===== src/rtl/sm9_mult_io.sv =====
// sm9_mult_io
//   Word-serial front end for the SM9 scalar multiplication core.
//   Collects k, x and y as 32-bit words (most-significant word first) into
//   256-bit operand registers. It then pulses the core reset, runs the core
//   until core_sign rises, and streams x1 then y1 back out as 32-bit words.
//   A zero scalar is never launched, because the core would not terminate on
//   it. Instead an all-zero result is returned with err set.
//
// Ports
//   clk                        rising-edge clock
//   rst_b                      synchronous reset, active high (legacy name)
//   wr_valid/wr_ready/wr_data  input word handshake (24 words: k, x, y)
//   rd_valid/rd_ready/rd_data  output word handshake (16 words: x1, y1)
//   busy                       transaction in progress (CHECK .. last UNLOAD word)
//   err                        current result invalid because k == 0
//   core_rst_b                 active-low core reset
//   core_en                    core start, held for the whole run
//   core_l/core_x0/core_y0     operand registers driven to the core
//   core_x1/core_y1            core result
//   core_sign                  core done level, sticky until the core is reset
module sm9_mult_io (
  input  logic         clk,
  input  logic         rst_b,
  input  logic         wr_valid,
  output logic         wr_ready,
  input  logic [31:0]  wr_data,
  output logic         rd_valid,
  input  logic         rd_ready,
  output logic [31:0]  rd_data,
  output logic         busy,
  output logic         err,
  output logic         core_rst_b,
  output logic         core_en,
  output logic [255:0] core_l,
  output logic [255:0] core_x0,
  output logic [255:0] core_y0,
  input  logic [255:0] core_x1,
  input  logic [255:0] core_y1,
  input  logic         core_sign
);

  typedef enum logic [2:0] {
    LOAD,
    CHECK,
    CRST,
    RUN,
    CAPTURE,
    UNLOAD
  } state_t;

  state_t       state;
  logic [4:0]   in_cnt;
  logic [3:0]   out_cnt;
  logic         crst_cnt;
  logic [255:0] res_x1;
  logic [255:0] res_y1;

  // Handshake and status outputs are pure decodes of the state register,
  // so there is no combinational path from wr_valid or rd_ready.
  assign wr_ready = (state == LOAD);
  assign rd_valid = (state == UNLOAD);
  assign busy     = (state != LOAD);

  // The result registers act as one 512-bit shift register {x1, y1}.
  // The word on rd_data is always the top word.
  assign rd_data  = res_x1[255:224];

  always_ff @(posedge clk) begin
    if (rst_b) begin
      state      <= LOAD;
      in_cnt     <= '0;
      out_cnt    <= '0;
      crst_cnt   <= 1'b0;
      err        <= 1'b0;
      core_en    <= 1'b0;
      core_rst_b <= 1'b0;
      core_l     <= '0;
      core_x0    <= '0;
      core_y0    <= '0;
      res_x1     <= '0;
      res_y1     <= '0;
    end else begin
      case (state)
        LOAD: begin
          core_rst_b <= 1'b1;
          core_en    <= 1'b0;
          if (wr_valid) begin
            if (in_cnt == 5'd0) begin
              err <= 1'b0;
            end
            // Shifting in from the bottom leaves word 0 in bits [255:224]
            // once all eight words of an operand have arrived.
            if (in_cnt < 5'd8) begin
              core_l  <= {core_l[223:0], wr_data};
            end else if (in_cnt < 5'd16) begin
              core_x0 <= {core_x0[223:0], wr_data};
            end else begin
              core_y0 <= {core_y0[223:0], wr_data};
            end
            if (in_cnt == 5'd23) begin
              in_cnt <= '0;
              state  <= CHECK;
            end else begin
              in_cnt <= in_cnt + 5'd1;
            end
          end
        end

        CHECK: begin
          if (core_l == '0) begin
            res_x1  <= '0;
            res_y1  <= '0;
            err     <= 1'b1;
            out_cnt <= '0;
            state   <= UNLOAD;
          end else begin
            core_rst_b <= 1'b0;
            crst_cnt   <= 1'b0;
            state      <= CRST;
          end
        end

        // Two cycles of core reset, which clears the sticky core_sign from the
        // previous run before the core is enabled again.
        CRST: begin
          if (crst_cnt) begin
            core_rst_b <= 1'b1;
            core_en    <= 1'b1;
            state      <= RUN;
          end else begin
            crst_cnt <= 1'b1;
          end
        end

        RUN: begin
          if (core_sign) begin
            core_en <= 1'b0;
            state   <= CAPTURE;
          end
        end

        CAPTURE: begin
          res_x1  <= core_x1;
          res_y1  <= core_y1;
          out_cnt <= '0;
          state   <= UNLOAD;
        end

        UNLOAD: begin
          if (rd_ready) begin
            {res_x1, res_y1} <= {res_x1[223:0], res_y1, 32'h0000_0000};
            if (out_cnt == 4'd15) begin
              out_cnt <= '0;
              state   <= LOAD;
            end else begin
              out_cnt <= out_cnt + 4'd1;
            end
          end
        end

        default: begin
          state <= LOAD;
        end
      endcase
    end
  end

endmodule


===== config.mk =====
export PLATFORM = sky130hd
export DESIGN_NAME = sm9_mult_io
export DESIGN_NICKNAME = d
export VERILOG_FILES = /design/src/rtl/sm9_mult_io.sv
export SDC_FILE = /design/constraint.sdc
export NUM_CORES = 2
export LEC_CHECK = 0
export ABC_AREA = 1
export BUFFER_PORTS_ARGS = -buffer_cell sky130_fd_sc_hd__buf_2
export CAP_MARGIN = 25
export CORE_AREA = 4 4 530 532
export CTS_CLUSTER_DIAMETER = 120
export DETAILED_ROUTE_END_ITERATION = 8
export DIE_AREA = 0 0 534 536
export PLACE_DENSITY_LB_ADDON = 0.25
export SYNTH_ARGS = -nofsm -noshare
export SYNTH_HDL_FRONTEND = slang
export SYNTH_SLANG_ARGS = --single-unit
export TNS_END_PERCENT = 30

===== constraint.sdc =====
create_clock -name clk -period 2.5 [get_ports clk]
set_clock_uncertainty 0.2 [all_clocks]
set_input_delay 0.375 -clock clk [delete_from_list [all_inputs] [get_ports clk]]
set_output_delay 0.375 -clock clk [all_outputs]
set_load 0.01 [all_outputs]

==> qor.json <==
{
  "numPortBuffers": 1354,
  "timing.rr.end": "res_y1[214]",
  "cts_tree": "built",
  "violations": "setup timing",
  "reg2reg_depth": 16,
  "clk_root_buffer_cell": "clkbuf_16",
  "gpl.final_weighted_congestion": 0.921,
  "globalRouteTotalUtil": 0.191,
  "numClockSinks": 1296,
  "postLayoutCellArea_um2": 77900,
  "final_hold_viol_count": 0,
  "drt_iter0_markers": 4324,
  "postSynth.topFlopCell": "dfxtp_1",
  "clk-insertion-delay-late_ns": 0.84,
  "cp_data_arrival_time_ns": 3.19,
  "share_of_synthesized_area_spent_on_multiplexers": 0,
  "power.leakage_nw": 33.2,
  "die-area_um2": 286000,
  "holdCritPathClass": "in2reg",
  "timing.setup.tns_ns": -41.85,
  "rsz0062_at_grt": "yes",
  "htreeDepth": 4,
  "vias_per_cell": 4.49,
  "core.rowCount": 193,
  "final-setup-viol-count": 515,
  "timing.critical_path.buf_inv": 5,
  "power-per-cell-area_nw_per_um2": 804,
  "finalCoreUtilization": 0.282,
  "timing_max_transition_violations_final": 0,
  "grt_pass1_vias": 54300,
  "timing.slew.headroom": 0.368,
  "slowest_delay_ns": 0.31,
  "seq_area_frac_synth": 0.507,
  "yosys-top-cells-area": "dfxtp_1 (51%), nor2_1 (9.8%), a22o_1 (8.2%)",
  "asyncSetResetFlopFracSynth": 0,
  "most_frequent_cells_in_the_layout": "buf_2 (1353), nor2_1 (1318), dfxtp_1 (1294), a21oi_1 (806), o21ai_0 (644)",
  "grt_pass1_wl_um": 403000,
  "grt_antenna_before_repair": 97,
  "critical-path-top-delay-family": "simple AND/OR/NAND/NOR gates",
  "layout-drive-gt1-share": 0.266,
  "timing.final.crit_period_ns": 2.65,
  "fp.dieH_um": 536,
  "crit-reg2reg-launch": "core_l[5]",
  "detailed_place.area_um2": 64900,
  "combinational_family_with_the_most_area_after_synthesis": "compound AO/OA/AOI/OAI gates",
  "worstSetupStartpointType": "register",
  "grt_remaining_overflow": 0,
  "initial_utilization": 0.185,
  "drt-total-wl_um": 294000,
  "synth_warnings": 0,
  "antenna_violating_nets_left": 0,
  "min-delay-start": "core_y1[0]",
  "boundaryPins": 1355,
  "floorplan.core_area_um2": 276000,
  "timing.critical_path.required_ns": 3.04,
  "timing.final.crit_share": 1.06,
  "drc_violation_count_after_routing": 0,
  "clk_pin_slew_worst_paths_ns": 0.06,
  "postLayoutSetupSlackWorst_ns": -0.150,
  "outcome": "complete, but fails checks",
  "vdd.ir_drop.worst_mv": 0.605,
  "synth_top_cell_area_share": 0.507,
  "synth_enable_flop_cells": 0,
  "die_w_um": 534,
  "synth-compound-area-share": 0.228,
  "end_point_of_the_worst_hold_path": "res_y1[0]",
  "timing.hold.worst_path_depth": 4,
  "timing.critical_path.slowest_stage_cell": "dfxtp_1",
  "timing.reg2reg.setup_slack_ns": -0.15,
  "cp_common_cell": "nand2_1",
  "average_detailed_routed_wire_length_per_instance_um": 23.5,
  "dr.pass1.iters": 8,
  "layout.nets": 9152,
  "post_synth_xor_area_fraction": 0,
  "worst-setup-path-type": "reg2reg",
  "yosys.area_share.simple": 0.197,
  "grt_max_degree": 151,
  "synthesis.nets": 7121,
  "synth.lib_cells_used.distinct": 30,
  "leading_area_contributor_after_synthesis": "dfxtp_1",
  "dp.final_hpwl_um": 215000,
  "synth.cell_area_um2": 51200,
  "synthToLayoutAreaGrowth_pct": 52.3,
  "crit_path_cell_chain": "nor2_1 > nand2_1 > nor2_2 > nand2_1 > nor2_1 > buf_4 > nand2_1 > nor2_4 > nand2_4 > nand2_8 > buf_12 > buf_16 > buf_8 > buf_6 > nand3_1 > a21oi_1",
  "cts.path.max_buffers": 4,
  "syn-mean-instance-area_um2": 7.79,
  "number_of_flip_flops_and_latches_in_the_synthesized_netlist": 1296,
  "worst_setup_end_kind": "register",
  "critical_path.max_fanout": 7,
  "synth-adder-area-share": 0.000733,
  "route.vias.total": 56100,
  "maxCapViolations": 0,
  "tritoncts.num_buffers": 165,
  "most_common_cell_after_layout_fill_and_taps_aside": "buf_2",
  "syn_inst": 6569,
  "transition_at_the_pin_with_the_smallest_max_transition_slack_ns": 0.948,
  "highest_achievable_clock_rate_ghz": 0.377
}
==> registers in the layout (all words and copies together), names as in the netlist, 3 cells and up <==
register / cells
out_cnt: 4
core_y0: 256
in_cnt: 5
res_y1: 256
core_l: 256
core_x0: 256
state: 3
res_x1: 256
==> metal layers <==
| metal | part of all wire | track usage |
|---|---|---|
| met5 | 0.00090 | 0 |
| met4 | 0.057 | 0.0971 |
| met3 | 0.072 | 0.0462 |
| met2 | 0.44 | 0.301 |
| met1 | 0.43 | 0.242 |
==> per-stage QoR <==
step,power (mW),setup WS [ns],instances,hold slack (ns)
floorplan,28.3,0.550,6569,0.240
global placement,35.6,-1.32,11500,0.246
detailed placement,35.6,-1.29,11500,0.249
CTS,62.7,-0.312,12400,0.0794
global route,65.3,-0.284,12500,0.135
finish,62.7,-0.150,12500,0.181
==> timing repair <==
item	in CTS	in global routing
hold buffers	549	0
hold endpoints to repair	637	0
resized for setup	70	118
setup endpoints to repair	525	627
gates cloned	20	19
setup buffers	22	5
pin swaps	34	72
==> cell families (layout without fill, tap and decap cells) <==
group | Yosys count | after routing
DFF | 1296 | 1296
buffers and inverters | 801 | 2960
adders and majority gates | 3 | 3
other | 0 | 57
AOI/OAI and AO/OA | 1967 | 1967
and+or+nand+nor | 2502 | 2503
==> synthesized netlist by cell type (6+ instances only) <==
| master | instances |
|---|---|
| a22o_1 | 480 |
| nor2_1 | 1334 |
| a21oi_1 | 838 |
| nand3_1 | 512 |
| buf_1 | 11 |
| buf_4 | 47 |
| buf_2 | 195 |
| clkbuf_1 | 363 |
| o21ai_0 | 644 |
| inv_2 | 6 |
| inv_1 | 178 |
| nand2_1 | 639 |
| dfxtp_1 | 1296 |
==> where the power goes <==
group,switching [mW],internal (mW)
logic,9.95,6.28
clock network,10.0,14.4
registers,0.475,21.5
==> area by class of cell <==
cell class                 count  area [um^2]
clock inverter                52          611
inverter                     184          713
clock buffer                 244         4890
multi-input combinational   4473        22400
fill                       29900       198000
sequential                  1296        25900
timing repair buffer        2480        18600
tap                         3705         4640
antenna                       57          143
==> worst max-delay path by stage <==
| stage | from | endpoint | slack [ns] | depth (start not counted) |
|---|---|---|---|---|
| final | core_l[5] | res_y1[214] | -0.15 | 16 |
| after global routing | core_l[252] | res_y1[195] | -0.28 | 15 |
| after CTS | core_l[253] | res_y1[119] | -0.31 | 15 |
| after detailed placement | core_l[252] | res_y1[237] | -1.29 | 13 |
| after global placement | core_l[252] | res_y1[237] | -1.32 | 13 |
| after floorplan | core_l[166] | res_y1[194] | 0.55 | 14 |
==> worst register-to-register path, cell delays in order, from the launching register on <==
cell and delay [ns]:
dfxtp_1 0.31, nor2_1 0.11, nand2_1 0.10, nor2_2 0.18, nand2_1 0.07, nor2_1 0.11, buf_4 0.14, nand2_1 0.09
nor2_4 0.15, nand2_4 0.10, nand2_8 0.12, buf_12 0.15, buf_16 0.17, buf_8 0.17, buf_6 0.16, nand3_1 0.09
a21oi_1 0.15
No activity file was read; power rests on OpenSTA's default activity.
